[config.mk]
export PLATFORM = sky130hd
export DESIGN_NAME = gerador_sequencia
export DESIGN_NICKNAME = d
export VERILOG_FILES = /design/src/rtl/gerador_sequencia.sv
export SDC_FILE = /design/constraint.sdc
export NUM_CORES = 1
export LEC_CHECK = 0
export BUFFER_PORTS_ARGS = -buffer_cell sky130_fd_sc_hd__clkbuf_2
export CORE_AREA = 2 2 39 41
export DETAILED_ROUTE_END_ITERATION = 12
export DIE_AREA = 0 0 41 43
export PLACE_DENSITY = 0.69
export SLEW_MARGIN = 5
export SYNTH_ARGS = -nofsm -noshare
export SYNTH_HDL_FRONTEND = slang
export SYNTH_SLANG_ARGS = --single-unit
[constraint.sdc]
create_clock -name clk -period 1.3 [get_ports clk]
set_input_delay 0.195 -clock clk [delete_from_list [all_inputs] [get_ports clk]]
set_output_delay 0.195 -clock clk [all_outputs]
set_load 0.03 [all_outputs]
[src/rtl/gerador_sequencia.sv]
// rtl/gerador_sequencia.sv - counting-sequence source 0..CONST over valid/ready, done after PASSES wraps
module gerador_sequencia #(
    parameter int WIDTH  = 4,
    parameter int CONST  = 10,
    parameter int PASSES = 2
) (
    input  logic             clk,
    input  logic             rst,
    input  logic             start,
    input  logic             stop,
    input  logic             load,
    input  logic [WIDTH-1:0] load_val,
    input  logic             out_ready,
    output logic             out_valid,
    output logic [WIDTH-1:0] out,
    output logic             match,
    output logic             busy,
    output logic             done
);

    localparam int PW = $clog2(PASSES + 1);

    localparam logic [1:0] S_IDLE = 2'd0;
    localparam logic [1:0] S_RUN  = 2'd1;
    localparam logic [1:0] S_DONE = 2'd2;

    localparam logic [WIDTH-1:0] CONST_V   = WIDTH'(CONST);
    localparam logic [PW-1:0]    LAST_PASS = PW'(PASSES - 1);

    generate
        if (CONST < 0 || CONST >= (1 << WIDTH) || PASSES < 1) begin : g_bad_params
            $error("gerador_sequencia: CONST must fit in WIDTH bits and PASSES must be >= 1");
        end
    endgenerate

    logic [1:0]       state_q, state_d;
    logic [WIDTH-1:0] out_q, out_d;
    logic [PW-1:0]    pass_q, pass_d;
    logic             xfer;

    assign out_valid = (state_q == S_RUN);
    assign busy      = (state_q == S_RUN);
    assign done      = (state_q == S_DONE);
    assign out       = out_q;
    assign match     = out_valid && (out_q == CONST_V);
    assign xfer      = out_valid && out_ready;

    always_comb begin
        state_d = state_q;
        out_d   = out_q;
        pass_d  = pass_q;
        case (state_q)
            S_IDLE: begin
                if (load) out_d = load_val;
                if (start) begin
                    state_d = S_RUN;
                    pass_d  = '0;
                end
            end
            S_RUN: begin
                if (stop) state_d = S_IDLE;
                if (xfer) begin
                    if (out_q == CONST_V) begin
                        out_d  = '0;
                        pass_d = pass_q + 1'b1;
                        // Final wrap wins over a simultaneous stop.
                        if (pass_q == LAST_PASS) state_d = S_DONE;
                    end else begin
                        out_d = out_q + 1'b1;
                    end
                end
            end
            S_DONE: begin
                state_d = S_IDLE;
                out_d   = '0;
            end
            default: begin
                state_d = S_IDLE;
                out_d   = '0;
                pass_d  = '0;
            end
        endcase
    end

    always_ff @(posedge clk or posedge rst) begin
        if (rst) begin
            state_q <= S_IDLE;
            out_q   <= '0;
            pass_q  <= '0;
        end else begin
            state_q <= state_d;
            out_q   <= out_d;
            pass_q  <= pass_d;
        end
    end

endmodule

==> results of run 1 <==
power breakdown:
group          switching, W  internal (W)  leakage, nW
sequential        0.0000467      0.000304        0.100
clock             0.0000993      0.000118       0.0150
combinational      0.000362      0.000340        0.318
state kept, by name, summed over array words and instances, names as in the netlist:
register and flops:
out 4, pass_q 2, state_q 2
through the flow:
stage	cell area [um2]	utilization [%]	std cells	TNS, ps
global route	886	64.0	109	-1260
CTS	846	61.1	107	-712
detailed placement	728	52.6	96	-326
floorplan	567	-	57	-876
finish	886	64.0	109	-712
global placement	728	52.6	96	-176
layer usage:
layer  GRT usage [%]  share of wire, %
met5               0                 0
met2            26.6                48
met1            25.7                47
met3            3.14               4.5
met4            10.0              0.41
cells in the final DEF, fill, tap and decap left out, types with 2 or more instances in the layout:
cell      netlist  layout
nand3_1         5       3
clkbuf_4        0       5
nand3_2         0       2
buf_6           1       3
a21o_1          2       2
a21oi_1         3       3
inv_1           4       2
inv_2           0       2
dfrtp_2         0       2
nand2_1         5       5
clkbuf_2        0      13
ha_1            3       2
nor4_2          0       2
dfrtp_1         8       6
buf_4           1      14
o22a_2          2       2
mux2i_1         3       3
or3_1           2       2
worst max path at each step:
stage                       endpoint  startpoint  cells after the start  slack (ps)
after floorplan           state_q[1]      out[0]                      5        -270
after global placement         match      out[0]                      5         -90
after detailed placement       match      out[0]                      5        -130
after CTS                      match      out[0]                      5        -250
after global routing           match      out[0]                      5        -290
final                          match      out[0]                      5        -230
logic make-up after synthesis:
logic type	synth area share [%]
AO/OA/AOI/OAI	18.6
XOR/XNOR	1.63
adder cells (fa/ha/maj)	6.98
buffers and inverters	7.21
flip-flops	37.2
multiplexers	5.58
AND/OR/NAND/NOR	22.8
what timing repair did:
item / 4_1_cts / 5_1_grt
hold buffers: 1 / 0
resized for setup: 11 / 7
endpoints found under the setup margin: 9 / 11
pin swaps: 6 / 2
hold endpoints to repair: 8 / 0
setup buffers: 6 / 2
cloned: 0 / 0
worst max-delay path: cells and delay by family, from the launching register on:
kind	cells	cell delay (ps)
flops	1	410
fa+ha+maj	1	130
buf+inv	2	220
simple gates	2	300
cell type report:
class | instances | area (um2) | area share (%)
repair buffers | 35 | 264 | 29.8
clock buffers | 4 | 26.3 | 2.97
flip-flops and latches | 8 | 203 | 22.9
well taps | 16 | 20.0 | 2.26
inverters | 4 | 15.0 | 1.69
multi-input cells | 42 | 358 | 40.4
==> impl_metrics.yaml, run 1 <==
status:
  violations: "setup timing"
  outcome: "finished with violations"
sta:
  worstMarginPinSlew_ps: 316
  finalCritPeriodShare_pct: 118
  holdWs_ps: 187
  min_period_ps: 1530
  slew_viol_final: 0
  relSlewSlack_pct: 78.9
  finalSetupViolCount: 8
  rsz0062_at_grt: "true"
  setup_slack_ps: -231
  max_freq_mhz: 653
  skew_ps: 11.7
  hold_viol: 0
route:
  wl_per_cell_um: 13.4
  vias_per_cell: 5.35
  final_antenna_net_count: 0
  vias: 583
  routed_wl_um: 1460
  firstDrtPassIters: 4
  drt_iter0_markers: 21
  drc: 0
synth:
  yosysTopAreaCellShare_pct: 37.2
  yosys_warnings: 0
  yosysTopAreaCell: "dfrtp_1"
  syn_avg_cell_area_um2: 9.44
  synthesis.nets: 70
  syn-instance-count: 57
  synth_cell_types: 29
  ys_top_cells_by_count: "dfrtp_1, nand2_1, nand3_1"
  synth-edff-count: 0
  synthArstFlopShare_pct: 100
  synth_area_um2: 538
  synthFlopType: "dfrtp_1"
  synth-seq-cells: 8
  yosysMostFrequentCell: "dfrtp_1"
  synthTopCellsByArea: "dfrtp_1, ha_1, mux2i_1, nand3_1, o22a_2"
  yosysSeqAreaShare_pct: 37.2
global_route:
  antenna_found_initial: 0
  grt_pass1_wl_um: 2190
  grt_pass1_vias: 520
  grt_max_degree: 13
  grt.overflow.total: 0
  track_usage_pct: 18.6
worst_setup_path:
  worstRegToRegCells: 6
  path_cells: "inv_2 > ha_4 > nand3b_1 > nor3_4 > buf_8"
  slowest_stage: "dfrtp_2"
  crit_path_end_kind: "output pin"
  cpPeakStageDelay_ps: 410
  cp.arrival_ps: 1340
  worstPathRequired_ps: 1110
  startpoint_type: "flop"
  rr_endpoint: "pass_q[1]"
  rrSetupSlack_ps: -140
  r2r_start: "out[0]"
  crit_path_max_fanout: 3
  crit_type: "reg2out"
hold_path:
  holdPathStages: 3
  min_to: "state_q[0]"
  hp-class: "in2reg"
  holdCritStartpoint: "start"
clock_network:
  cts-root-buf: "clkbuf_4"
  numCtsBuffers: 3
  insertion_delay_ps: 260
  clock_path_buffers: 2
  clk_pin_slew_worst_paths_ps: 70
  h-tree-depth: 1
  clock_sinks: 8
  cts_tree: "done"
cells_and_area:
  nNetsFinal: 107
  nFillCells: 114
  syn_to_final_growth_pct: 64.7
  layout-drive-gt1-share_pct: 58.1
  diodes: 0
floorplanning:
  floorplan.die_area_mm2: 0.00176
  die_w_um: 41
  row_count: 14
  chipHeight_um: 43
  io_pins: 18
  coreArea_mm2: 0.00138
  initial_core_util_pct: 38.9
power:
  fin_total_pwr_w: 0.00127
  vdd_drop_max_v: 0.000824
  p_leak_nw: 0.433
  power_density_mw_per_mm2: 1430
placed_design:
  io_buffers: 17
  dp_slack_ps: -126
  dp_hpwl_um: 987
  gp_congestion: 0.769
job:
  cap_viol_max_count: 0
Note: power is estimated with default switching activity, not from simulation.
==> inputs of run 2 (changes only) <==
--- a/config.mk
+++ b/config.mk
@@ -7,6 +7,7 @@
 export LEC_CHECK = 0
 export BUFFER_PORTS_ARGS = -buffer_cell sky130_fd_sc_hd__clkbuf_2
 export CORE_AREA = 2 2 39 41
+export CTS_BUF_LIST = sky130_fd_sc_hd__clkbuf_4
 export DETAILED_ROUTE_END_ITERATION = 12
 export DIE_AREA = 0 0 41 43
 export PLACE_DENSITY = 0.69
==> run 2 against run 1 <==
Against the previous run:
- the run still ends with setup timing left
- global-route usage up 0.30 points
- via count increased by 0.86%
- wire length grew 2.2%
- first-iteration DRC count shrank 62%
- maximum frequency shrank 0.89%
- sequential share of layout area decreased by 0.19 points
- clock skew up 4.0 ps
- final area is 0.85% higher
- hold slack got worse by 6.3 ps
- non-clock buffer count unchanged
- register-to-register slack about the same
- power grew 2.6%
- critical endpoint unchanged
- highest routed layer unchanged
==> impl_metrics.yaml, run 2 (same netlist as run 1, synthesis figures left out) <==
global_route:
  antenna_found_initial: 0
  grt_max_degree: 13
  track_usage_pct: 18.9
  grt.overflow.total: 0
  grt_pass1_vias: 521
  grt_pass1_wl_um: 2240
worst_setup_path:
  slowest_stage: "dfrtp_2"
  worstRegToRegCells: 6
  rrSetupSlack_ps: -150
  worstPathRequired_ps: 1110
  startpoint_type: "flop"
  cpPeakStageDelay_ps: 410
  r2r_start: "out[0]"
  cp.arrival_ps: 1350
  rr_endpoint: "pass_q[1]"
  crit_path_end_kind: "output pin"
  crit_type: "reg2out"
  path_cells: "inv_2 > ha_4 > nand3b_1 > nor3_4 > buf_8"
  crit_path_max_fanout: 3
clock_network:
  cts-root-buf: "clkbuf_4"
  h-tree-depth: 1
  cts_tree: "done"
  clk_pin_slew_worst_paths_ps: 70
  insertion_delay_ps: 270
  clock_sinks: 8
  numCtsBuffers: 3
  clock_path_buffers: 2
floorplanning:
  floorplan.die_area_mm2: 0.00176
  die_w_um: 41
  coreArea_mm2: 0.00138
  initial_core_util_pct: 38.9
  chipHeight_um: 43
  row_count: 14
  io_pins: 18
cells_and_area:
  layout-drive-gt1-share_pct: 60.2
  largest_register_ffs: 4
  nFillCells: 113
  diodes: 0
  nNetsFinal: 107
  final_cell_mix: "buf_4, clkbuf_2, clkbuf_4, dfrtp_1, nand2_1"
  final_core_util_pct: 64.6
  final_cells: 109
  mostFrequentLayoutCell: "buf_4"
  syn_to_final_growth_pct: 66.0
power:
  vdd_drop_max_v: 0.000839
  fin_total_pwr_w: 0.00130
  power_density_mw_per_mm2: 1460
  p_leak_nw: 0.435
sta:
  finalSetupViolCount: 8
  hold_viol: 0
  setup_slack_ps: -245
  skew_ps: 15.7
  rsz0062_at_grt: "true"
  finalCritPeriodShare_pct: 119
  worstMarginPinSlew_ps: 314
  min_period_ps: 1540
  tns_ps: -773
  max_freq_mhz: 647
  slew_viol_final: 0
  relSlewSlack_pct: 79.0
route:
  drt_iter0_markers: 8
  firstDrtPassIters: 4
  wl_per_cell_um: 13.7
  final_antenna_net_count: 0
  drc: 0
  vias_per_cell: 5.39
  vias: 588
  routed_wl_um: 1490
placed_design:
  dp_hpwl_um: 987
  gp_congestion: 0.769
  dp.cells: 96
  io_buffers: 17
hold_path:
  holdCritStartpoint: "start"
  holdPathStages: 3
  min_to: "state_q[0]"
  hp-class: "in2reg"
status:
  violations: "setup timing"
  outcome: "finished with violations"
job:
  cap_viol_max_count: 0
-- run 2: per-layer routing --
metal	part of all wire, %	global-route usage (%)
met1	46	26.0
met2	47	27.2
met3	4.5	3.14
met4	2.2	10.0
met5	0	0
-- run 2: worst max-delay path, delay by kind of cell (launching register included) --
| family | cells | cell delay (ps) |
|---|---|---|
| flops | 1 | 410 |
| simple gates | 2 | 300 |
| buf+inv | 2 | 230 |
| fa+ha+maj | 1 | 130 |
-- run 2: repair_timing --
item,CTS,global route
hold buffers,1,0
endpoints found under the setup margin,9,11
pin swaps,6,2
setup buffers,6,2
resized for setup,11,8
endpoints found under the hold margin,8,0
-- run 2: worst max path at each step --
stage | start | end | slack, ps
global placement | out[0] | match | -90
global route | out[0] | match | -290
detailed placement | out[0] | match | -130
CTS | out[0] | match | -250
finish | out[0] | match | -240
floorplan | out[0] | state_q[1] | -270
-- run 2: power by group --
group	leakage, nW	internal [W]	switching (W)
combinational	0.316	0.000343	0.000366
sequential	0.100	0.000304	0.0000475
clock	0.0184	0.000139	0.000104
-- run 2: final cells by class --
cell class / count / area (um2) / area share [%]
clock buffers: 4 / 30.0 / 3.36
inverters: 4 / 15.0 / 1.68
multi-input cells: 42 / 362 / 40.5
flip-flops and latches: 8 / 203 / 22.7
well taps: 16 / 20.0 / 2.24
repair buffers: 35 / 264 / 29.6
-- run 2: stage by stage --
stage / hold WS [ps] / worst slack [ps] / cell area (um2)
global route: 195 / -291 / 893
CTS: 175 / -250 / 850
detailed placement: 151 / -126 / 728
finish: 181 / -245 / 893
global placement: 140 / -93.9 / 728
floorplan: 10.5 / -269 / 567
==> inputs of run 3 (changes only) <==
--- a/config.mk
+++ b/config.mk
@@ -15,3 +15,4 @@
 export SYNTH_ARGS = -nofsm -noshare
 export SYNTH_HDL_FRONTEND = slang
 export SYNTH_SLANG_ARGS = --single-unit
+export TNS_END_PERCENT = 30
==> run 3 against run 2 <==
Against the previous run:
- the run still ends with setup timing left
- setup slack improved by 14 ps
- largest cell class unchanged
- critical path type unchanged
- power fell by 8.9%
- maximum frequency rose by 0.90%
- critical path depth did not move
- flip-flop and latch count did not move
==> impl_metrics.yaml, run 3 (same netlist as run 1, synthesis figures left out) <==
worst_setup_path:
  crit_type: "reg2out"
  slowest_stage: "dfrtp_2"
  path_cells: "inv_2 > ha_4 > nand3b_1 > nor3_4 > clkbuf_8"
  rr_endpoint: "out[0]"
  crit_path_end_kind: "output pin"
  worstRegToRegCells: 6
  crit_path_max_fanout: 2
  critPathLaunch: "out[0]"
  r2r_start: "out[1]"
  endpoint: "match"
  worstPathRequired_ps: 1110
  cp.arrival_ps: 1340
  path_buf_inv: 2
  cpPeakStageDelay_ps: 400
  crit_family: "flip-flops"
  cp_num_cells: 5
  rrSetupSlack_ps: -160
  startpoint_type: "flop"
sta:
  min_period_ps: 1530
  worstMarginPinSlew_ps: 316
  finalSetupViolCount: 9
  holdWs_ps: 184
  finalCritPeriodShare_pct: 118
  setup_slack_ps: -231
  hold_viol: 0
  rsz0062_at_grt: "true"
  slew_viol_final: 0
  skew_ps: 2.85
  max_freq_mhz: 653
  relSlewSlack_pct: 78.9
route:
  vias: 545
  drc: 0
  firstDrtPassIters: 3
  final_antenna_net_count: 0
  drt_iter0_markers: 5
  routed_wl_um: 1350
  vias_per_cell: 5.19
  wl_per_cell_um: 12.8
hold_path:
  holdCritStartpoint: "start"
  hp-class: "in2reg"
  holdPathStages: 3
global_route:
  antenna_found_initial: 0
  grt_pass1_vias: 509
  track_usage_pct: 19.0
  grt.overflow.total: 0
  grtUsageMet2_pct: 27.8
  grt_max_degree: 13
  grt_pass1_wl_um: 2190
  grt.busiest_layer: "met2"
  grtUsageMet1_pct: 23.7
  use_met3_pct: 7.85
clock_network:
  clk_pin_slew_worst_paths_ps: 60
  clock_path_buffers: 2
  h-tree-depth: 1
  numCtsBuffers: 3
  insertion_delay_ps: 250
  cts_tree: "done"
  clock_sinks: 8
  cts-root-buf: "clkbuf_4"
power:
  sw_frac_of_total_pct: 39.0
  p_leak_nw: 0.405
  seqPwrFrac_pct: 29.9
  comb_power_share_pct: 51.0
  fin_total_pwr_w: 0.00119
  internal-power_w: 0.000724
  vdd_drop_max_v: 0.000807
  power_density_mw_per_mm2: 1480
  p_sw_w: 0.000463
  pwr-share-clk_pct: 19.1
cells_and_area:
  multi_input_area_um2: 323
  syn_to_final_growth_pct: 49.3
  final_core_util_pct: 58.0
  largest_register_ffs: 4
  final_cell_mix: "clkbuf_2, buf_4, clkbuf_4, dfrtp_1"
  layout-drive-gt1-share_pct: 48.3
  seqCellArea_um2: 203
  nNetsFinal: 103
  nFillCells: 126
  diodes: 0
status:
  outcome: "finished with violations"
  violations: "setup timing"
placed_design:
  dp_slack_ps: -129
  dp_hpwl_um: 1060
  io_buffers: 17
  gp_congestion: 0.747
floorplanning:
  coreArea_mm2: 0.00138
  row_count: 14
  chipHeight_um: 43
  die_w_um: 41
  floorplan.die_area_mm2: 0.00176
  io_pins: 18
  initial_core_util_pct: 38.9
job:
  cap_viol_max_count: 0
==> run 3: cell count changes in the layout (fill, tap and decap cells not counted), sizes merged <==
cell | before | now
buf | 19 | 14
clkbuf | 19 | 20
==> run 3: area by class of cell <==
| class | instances | share of cell area (%) |
|---|---|---|
| Clock buffer | 4 | 3.74 |
| Multi-Input combinational cell | 42 | 40.2 |
| Sequential cell | 8 | 25.2 |
| Timing Repair Buffer | 31 | 26.5 |
| Tap cell | 16 | 2.49 |
| Inverter | 4 | 1.87 |
==> run 3: how the worst min path moves through the flow <==
| stage | to | slack [ps] |
|---|---|---|
| final | state_q[0] | 180 |
| after global routing | state_q[0] | 180 |
| after CTS | state_q[0] | 170 |
| after detailed placement | pass_q[0] | 150 |
| after global placement | pass_q[0] | 140 |
| after floorplan | out[2] | 10 |
==> run 3: through the flow <==
stage / std cells / TNS [ps] / instance area [um2]
5_1_grt: 105 / -1790 / 803
2_1_floorplan: 57 / -1090 / 564
3_3_place_gp: 97 / -229 / 721
3_5_place_dp: 97 / -382 / 721
6_report: 105 / -1080 / 803
4_1_cts: 105 / -1120 / 803
==> run 3: worst register-to-register path, stage by stage (launching register included) <==
cell and delay, ps:
dfrtp_2 420, ha_4 160, nand3b_1 150, buf_4 150, buf_4 90, nand3_1 70
a221oi_1 300
==> run 3: per-layer routing <==
layer  share of wire, %  up-vias  routed length (um)
met3                4.7        2                  63
met4               0.67        0                   9
li1                   -      276                   -
met1                 44      255                 595
met2                 50       12                 680
met5                  0        -                   0
==> run 3: power groups by stage <==
stage | Clock (W) | Sequential (W) | Combinational [W]
after detailed placement | 0 | 0.000358 | 0.000573
after global placement | 0 | 0.000352 | 0.000564
after floorplan | 0 | 0.000462 | 0.000248
final | 0.000226 | 0.000356 | 0.000605
after global routing | 0.000252 | 0.000362 | 0.000670
after CTS | 0.000236 | 0.000356 | 0.000609
==> run 3: timing repair <==
item                       CTS  global route
setup buffers                3             0
gates resized for setup      7             1
setup endpoints to repair    9            10
hold buffers                 1             0
cloned                       0             0
hold endpoints to repair     8             0
pin swaps                    5             0
